**src/rtl/irq_pending_4_if.sv**
```systemverilog
// Bus bundle for the four-channel request capture stage.
// The master side drives capture controls; the slave side (the capture stage) returns the pending state.
interface irq_pending_4_if;
  logic       enable;
  logic [3:0] req_in;
  logic [3:0] mask;
  logic       ack;
  logic [1:0] ack_idx;
  logic       ovr_clr;
  logic [3:0] pending;
  logic [3:0] raw_pending;
  logic [3:0] overrun;
  logic       any_pending;

  modport master (
    output enable, req_in, mask, ack, ack_idx, ovr_clr,
    input  pending, raw_pending, overrun, any_pending
  );

  modport slave (
    input  enable, req_in, mask, ack, ack_idx, ovr_clr,
    output pending, raw_pending, overrun, any_pending
  );
endinterface

```
**src/rtl/irq_pending_4.sv**
```systemverilog
// Four-channel request capture: synchronise, detect rising edges, and latch them as sticky pending bits
// with overrun tracking. Output is the masked pending vector that feeds the downstream priority encoder.
module irq_pending_4 #(
  parameter int unsigned SYNC_STAGES = 2
) (
  input  logic            clk,
  input  logic            rst_n,
  irq_pending_4_if.slave  bus
);

  logic [3:0] sync_q [SYNC_STAGES];
  logic [3:0] prev_q;
  logic [3:0] raw_q;
  logic [3:0] ovr_q;
  logic [3:0] raw_d;
  logic [3:0] ovr_d;
  logic [3:0] rise;

  always_ff @(posedge clk or negedge rst_n) begin
    if (!rst_n) begin
      for (int unsigned s = 0; s < SYNC_STAGES; s++) begin
        sync_q[s] <= '0;
      end
      prev_q <= '0;
      raw_q  <= '0;
      ovr_q  <= '0;
    end else begin
      sync_q[0] <= bus.req_in;
      for (int unsigned s = 1; s < SYNC_STAGES; s++) begin
        sync_q[s] <= sync_q[s-1];
      end
      // History tracks the line even while capture is disabled, so a level
      // that rose during enable=0 never produces a late edge.
      prev_q <= sync_q[SYNC_STAGES-1];
      raw_q  <= raw_d;
      ovr_q  <= ovr_d;
    end
  end

  assign rise = sync_q[SYNC_STAGES-1] & ~prev_q;

  always_comb begin
    raw_d = raw_q;
    ovr_d = ovr_q;
    for (int unsigned i = 0; i < 4; i++) begin
      logic set_i;
      logic clr_i;
      set_i = rise[i] & bus.enable;
      clr_i = bus.ack & (bus.ack_idx == 2'(i));
      // A new event wins over a same-cycle ack, and is not an overrun.
      if (set_i) begin
        raw_d[i] = 1'b1;
      end else if (clr_i) begin
        raw_d[i] = 1'b0;
      end
      if (set_i && raw_q[i] && !clr_i) begin
        ovr_d[i] = 1'b1;
      end else if (bus.ovr_clr) begin
        ovr_d[i] = 1'b0;
      end
    end
  end

  assign bus.raw_pending = raw_q;
  assign bus.overrun     = ovr_q;
  assign bus.pending     = raw_q & ~bus.mask;
  assign bus.any_pending = |(raw_q & ~bus.mask);

endmodule

```
**src/flat_wrapper.sv**
```systemverilog
// flat-port wrapper written by rule: the top's interface ports become plain ports
module irq_pending_4_flat 
#(
  parameter int unsigned SYNC_STAGES = 2
)
  (clk, rst_n, bus_enable, bus_req_in, bus_mask, bus_ack, bus_ack_idx, bus_ovr_clr, bus_pending, bus_raw_pending, bus_overrun, bus_any_pending);
  irq_pending_4_if bus_i ();
  input  logic clk;
  input  logic rst_n;
  input wire logic [$bits(bus_i.enable)-1:0] bus_enable;
  input wire logic [$bits(bus_i.req_in)-1:0] bus_req_in;
  input wire logic [$bits(bus_i.mask)-1:0] bus_mask;
  input wire logic [$bits(bus_i.ack)-1:0] bus_ack;
  input wire logic [$bits(bus_i.ack_idx)-1:0] bus_ack_idx;
  input wire logic [$bits(bus_i.ovr_clr)-1:0] bus_ovr_clr;
  output wire logic [$bits(bus_i.pending)-1:0] bus_pending;
  output wire logic [$bits(bus_i.raw_pending)-1:0] bus_raw_pending;
  output wire logic [$bits(bus_i.overrun)-1:0] bus_overrun;
  output wire logic [$bits(bus_i.any_pending)-1:0] bus_any_pending;
  assign bus_i.enable = bus_enable;
  assign bus_i.req_in = bus_req_in;
  assign bus_i.mask = bus_mask;
  assign bus_i.ack = bus_ack;
  assign bus_i.ack_idx = bus_ack_idx;
  assign bus_i.ovr_clr = bus_ovr_clr;
  assign bus_pending = bus_i.pending;
  assign bus_raw_pending = bus_i.raw_pending;
  assign bus_overrun = bus_i.overrun;
  assign bus_any_pending = bus_i.any_pending;
  irq_pending_4 #(.SYNC_STAGES(SYNC_STAGES)) u_core (.clk(clk), .rst_n(rst_n), .bus(bus_i));
endmodule
```
**config.mk**
```make
export PLATFORM = sky130hd
export DESIGN_NAME = irq_pending_4_flat
export DESIGN_NICKNAME = d
export VERILOG_FILES = /design/src/rtl/irq_pending_4_if.sv /design/src/rtl/irq_pending_4.sv /design/src/flat_wrapper.sv
export SDC_FILE = /design/constraint.sdc
export NUM_CORES = 1
export LEC_CHECK = 0
export CELL_PAD_IN_SITES_DETAIL_PLACEMENT = 0
export CELL_PAD_IN_SITES_GLOBAL_PLACEMENT = 2
export CORE_ASPECT_RATIO = 0.75
export CORE_MARGIN = 2
export CORE_UTILIZATION = 27
export DETAILED_ROUTE_END_ITERATION = 8
export PLACE_DENSITY = 0.88
export SLEW_MARGIN = 10
export SYNTH_ARGS = -nofsm -noshare
export SYNTH_HDL_FRONTEND = slang
export SYNTH_SLANG_ARGS = --single-unit
```
**constraint.sdc**
```tcl
create_clock -name clk -period 3.3 [get_ports clk]
set_input_delay 0.495 -clock clk [delete_from_list [all_inputs] [get_ports clk]]
set_output_delay 0.495 -clock clk [all_outputs]
set_load 0.005 [all_outputs]
```
==> results of run 1 <==
-- worst min path at each step --
| stage | from | endpoint | slack, ps |
|---|---|---|---|
| 6_report | u_core.sync_q[4] | u_core.sync_q[0] | 360 |
| 5_1_grt | u_core.sync_q[6] | u_core.sync_q[2] | 380 |
| 2_1_floorplan | rst_n | u_core.bus.overrun[0] | 200 |
| 4_1_cts | u_core.sync_q[4] | u_core.sync_q[0] | 360 |
| 3_3_place_gp | u_core.sync_q[7] | u_core.sync_q[3] | 330 |
| 3_5_place_dp | u_core.sync_q[4] | u_core.sync_q[0] | 340 |
-- power groups by stage --
stage | clock (W) | combinational, W | sequential [W]
final | 0.000194 | 0.0000875 | 0.000275
after global routing | 0.000216 | 0.0000952 | 0.000279
after CTS | 0.000202 | 0.0000892 | 0.000276
after detailed placement | 0 | 0.0000888 | 0.000281
after global placement | 0 | 0.0000867 | 0.000279
after floorplan | 0 | 0.0000229 | 0.000279
-- final cells by class --
cell class	instances	area (um^2)
Sequential cell	20	500
Multi-Input combinational cell	22	155
Tap cell	34	42.5
Timing Repair Buffer	27	270
Clock buffer	3	22.5
Clock inverter	1	30.0
Fill cell	222	1290
Inverter	8	30.0
-- flip-flops by register name, indices dropped and copies added (netlist names) --
| signal | cells |
|---|---|
| u_core.bus.overrun | 4 |
| u_core.bus.raw_pending | 4 |
| u_core.prev_q | 4 |
| u_core.sync_q | 8 |
-- cells by family after synthesis --
group | after synthesis
AOI/OAI and AO/OA | 8
buffers and inverters | 8
and+or+nand+nor | 14
DFF | 20
-- cells in the mapped netlist (2+ instances only) --
cell type / count / share of area
nand3b_1: 3 / 0.033
nor2b_1: 3 / 0.027
inv_1: 8 / 0.044
and3b_1: 2 / 0.026
o32ai_1: 3 / 0.038
dfrtp_1: 20 / 0.73
o21ai_0: 3 / 0.022
o22ai_1: 2 / 0.018
-- worst max-delay path: stages --
cell             delay [ps]
clkdlybuf4s50_1         480
nor2b_2                  50
or4_1                   520
clkdlybuf4s50_1         470
-- routing by layer --
metal	track usage	vias to the layer above	share of wire	routed length, um
met4	0.0267	0	0	0
met1	0.126	234	0.45	606
li1	-	233	-	-
met3	0.0541	0	0.10	135
met2	0.170	27	0.44	595
met5	0	-	0	0
-- through the flow --
stage / worst slack [ps] / util / total power, W / hold slack, ps / instance area (um^2)
2_1_floorplan: 1740 / - / 0.000302 / 199 / 686
3_3_place_gp: 843 / 0.426 / 0.000366 / 332 / 998
3_5_place_dp: 800 / 0.426 / 0.000370 / 337 / 998
4_1_cts: 792 / 0.448 / 0.000567 / 365 / 1050
5_1_grt: 759 / 0.448 / 0.000590 / 377 / 1050
6_report: 797 / 0.448 / 0.000557 / 361 / 1050
==> flow_summary.yaml, run 1 <==
run_status:
  status: "completed"
pwr:
  power_density_nw_per_um2: 530
  peakVddDrop_mv: 0.237
  leakage_nw: 0.451
  p_switching_w: 0.000112
  power.internal_w: 0.000445
  p_comb_frac: 0.157
  seqPwrFrac: 0.494
  pwr-share-clk: 0.349
  p_sw_frac: 0.202
clocking:
  clock_path_buffers: 2
  htreeDepth: 1
  cts_tree: "done"
  clkSinkCount: 20
  cts_setup_buffers: 0
  cts.clk_slew.worst_paths_ps: 110
  hold_buffers: 0
  root_buffer: "clkbuf_4"
  cts_buffers: 3
  ctsResizeCount: 0
  clock_latency_ps: 290
global_routing:
  grt_max_degree: 21
  antenna_found_initial: 0
  overflow: 0
  grt_usage: 0.104
  grt_pass1_wl_um: 2260
  grt_pass1_vias: 470
yosys:
  synth.distinct_cells: 14
  syn_area_um2: 686
  post_synth.cell_area_avg_um2: 13.7
  synth_xor_area_frac: 0
  synth_mux_area_frac: 0
  synth_compound_area_frac: 0.0785
  synth_edf_count: 0
  ys_seq_elements: 20
  synth_fa_ha_area_frac: 0
  synth_top_family_by_area: "simple AND/OR/NAND/NOR gates"
  synth-simple-area-share: 0.148
  yosys_warnings: 0
  synth_flop_cell: "dfrtp_1"
  synth_async_sr_flop_share: 1.00
  synth_nets: 65
  synthCells: 50
  yosysSeqAreaShare: 0.730
layout:
  drive_above_1_share: 0.0617
  num_antenna_cells: 0
  final_cells: 115
  final_cell_mix: "clkdlybuf4s50_1, dfrtp_1, inv_1"
  layout_commonest_cell: "clkdlybuf4s50_1"
  nNetsFinal: 97
  areaGrowthSynthToFinish_pct: 53.3
worst_setup_path:
  cp_max_fo: 2
  crit_path_end_kind: "primary output"
  worstPathArrival_ps: 2010
  required_ps: 2800
  rrSetupSlack_ps: 2410
  startpoint_type: "input port"
  critPathCapture: "bus_any_pending"
  worstRegToRegCells: 2
  crit_type: "in2out"
  r2r_start: "u_core.prev_q[0]"
  r2r_end: "u_core.bus.overrun[0]"
  critPathLaunch: "bus_mask[3]"
timing:
  skew_ps: 1.85
  report.final.slew_viol_count: 0
  hold_viol: 0
  period_share: 0.758
  setup_violations: 0
  tns_ps: 0
  slew_headroom: 0.425
  period_needed_ps: 2500
  grt_setup_unrepaired: "no"
  timing.fmax_ghz: 0.400
  tightest_slew_ps: 860
min_path:
  hp-class: "reg2reg"
  whs_path_depth: 0
routing:
  route.detailed.drc: 0
  drt_wl_total_um: 1340
  first_iter_violations: 6
  avgViaCountPerCell: 4.30
  post_drt_wl_per_cell_um: 11.6
  drt_pre_antenna_iters: 2
  ant_nets: 0
  via_count: 494
floorplan:
  die_w_um: 62.2
  start_util: 0.292
  num_rows: 15
  core_um2: 2350
  ios: 28
  die_h_um: 47.6
  die_area_um2: 2960
placement:
  io_buffers: 27
  place_inst: 111
  gp_congestion: 0.692
  dp_hpwl_um: 1040
job:
  cap_violations: 0
Power figures use the tool's default switching activity.
==> inputs of run 2 (changes only) <==
--- a/config.mk
+++ b/config.mk
@@ -9,9 +9,9 @@
 export CELL_PAD_IN_SITES_GLOBAL_PLACEMENT = 2
 export CORE_ASPECT_RATIO = 0.75
 export CORE_MARGIN = 2
-export CORE_UTILIZATION = 27
+export CORE_UTILIZATION = 23
 export DETAILED_ROUTE_END_ITERATION = 8
-export PLACE_DENSITY = 0.88
+export PLACE_DENSITY = 0.81
 export SLEW_MARGIN = 10
 export SYNTH_ARGS = -nofsm -noshare
 export SYNTH_HDL_FRONTEND = slang
==> constraint.sdc (replaced) <==
create_clock -name clk -period 2.3 [get_ports clk]
set_input_delay 0.345 -clock clk [delete_from_list [all_inputs] [get_ports clk]]
set_output_delay 0.345 -clock clk [all_outputs]
set_load 0.005 [all_outputs]
==> run 2 against run 1 <==
  * Clock-buffer cell count unchanged
  * Combinational power increased by 44%
  * Design area increased by 3.0%
  * Hold slack got worse by 12 ps
  * Routed wire length decreased by 4.0%
  * Sequential power increased by 44%
  * Via count decreased by 2.8%
  * Largest cell class unchanged
==> flow_summary.yaml, run 2 (synthesized netlist as in run 1, its figures left out) <==
layout:
  drive_above_1_share: 0.0732
  nFillCells: 294
  regMostFlops: "u_core.sync_q"
  final_util: 0.374
  nNetsFinal: 98
  final_cell_mix: "clkdlybuf4s50_1, dfrtp_1, inv_1"
  num_antenna_cells: 0
  areaGrowthSynthToFinish_pct: 57.8
  layout_commonest_cell: "clkdlybuf4s50_1"
  largest_register_ff_count: 8
  final_cells: 120
timing:
  setup_ws_ps: 135
  report.final.slew_viol_count: 0
  setup_violations: 0
  timing.fmax_ghz: 0.462
  period_needed_ps: 2160
  grt_setup_unrepaired: "no"
  period_share: 0.941
  skew_ps: 1.57
  tightest_slew_ps: 247
  hold_viol: 0
  tns_ps: 0
  slew_headroom: 0.835
worst_setup_path:
  crit_path_top_delay_cell: "or4_1"
  crit_type: "in2out"
  slowest_delay_ps: 500
  startpoint_type: "input port"
  cp_max_fo: 2
  worstPathArrival_ps: 1820
  path_common_cell: "clkdlybuf4s50_1"
  worst-path-buf-inv: 2
  critPathTopFamily: "buffers and inverters"
  crit_chain: "clkdlybuf4s50_1 > nor2b_2 > or4_1 > clkdlybuf4s50_1"
  required_ps: 1960
  crit_path_end_kind: "primary output"
global_routing:
  met2_usage: 0.119
  overflow: 0
  grt_pass1_wl_um: 2160
  antenna_found_initial: 0
  grt_max_degree: 21
  grt_usage: 0.0856
  met3_usage: 0.0551
  use_met1: 0.110
  grt_busiest_layer: "met2"
  grt_pass1_vias: 478
routing:
  drt_wl_total_um: 1290
  avgViaCountPerCell: 4.00
  via_count: 480
  first_iter_violations: 8
  ant_nets: 0
  route.detailed.drc: 0
  drt_pre_antenna_iters: 2
  post_drt_wl_per_cell_um: 10.7
clocking:
  clock_latency_ps: 250
  clock_path_buffers: 2
  htreeDepth: 1
  ctsResizeCount: 0
  cts_tree: "done"
  clkSinkCount: 20
  cts_buffers: 3
  root_buffer: "clkbuf_8"
  cts.clk_slew.worst_paths_ps: 70
  hold_buffers: 0
  cts_setup_buffers: 0
run_status:
  status: "completed"
floorplan:
  die_h_um: 51.3
  start_util: 0.237
  num_rows: 17
  die_w_um: 67.0
  ios: 28
  die_area_um2: 3440
  core_um2: 2890
placement:
  gp_congestion: 0.669
  post-place-ws_ps: 135
  io_buffers: 27
  dp_hpwl_um: 1000
  place_inst: 116
pwr:
  power.total_w: 0.000862
  leakage_nw: 0.463
  power_density_nw_per_um2: 797
  peakVddDrop_mv: 0.475
job:
  cap_violations: 0
min_path:
  hp-class: "reg2reg"
## run 2: final cells by class
type | instances | area, um^2 | area share
Multi-Input combinational cell | 22 | 155 | 0.143
Timing Repair Buffer | 28 | 278 | 0.257
Clock inverter | 1 | 30.0 | 0.0277
Inverter | 8 | 30.0 | 0.0277
Clock buffer | 3 | 41.3 | 0.0382
Sequential cell | 20 | 500 | 0.462
Tap cell | 38 | 47.5 | 0.0439
## run 2: per-layer routing
metal	routed length, um	part of all wire	up-vias
li1	-	-	233
met4	0	0	0
met3	131	0.10	0
met1	591	0.46	225
met2	563	0.44	22
met5	0	0	-
## run 2: worst register-to-register path: stages, from the launching register on
cell and delay (ps):
dfrtp_1 350, nand3b_1 180, o32ai_1 220
## run 2: path summary, 6_finish.rpt
path	end	cells after the start	slack, ps	start
worst max-delay path	bus_any_pending	4	140	bus_mask[3]
worst min-delay path	u_core.sync_q[0]	0	350	u_core.sync_q[4]
worst max register to register	u_core.bus.overrun[2]	2	1460	u_core.prev_q[2]
worst min register to register	u_core.sync_q[0]	0	350	u_core.sync_q[4]
max in group asynchronous	u_core.bus.overrun[3]	2	1680	rst_n
min in group asynchronous	u_core.sync_q[7]	2	420	rst_n
## run 2: report_power, final
group / internal (W) / switching, W
Sequential: 0.000379 / 0.0000167
Combinational: 0.0000843 / 0.0000416
Clock: 0.000232 / 0.000109
## run 2: per-stage QoR
step           cell area (um^2)  hold WS [ps]
2_1_floorplan               686          49.4
3_3_place_gp               1010           332
3_5_place_dp               1010           335
4_1_cts                    1080           352
5_1_grt                    1080           360
6_report                   1080           350
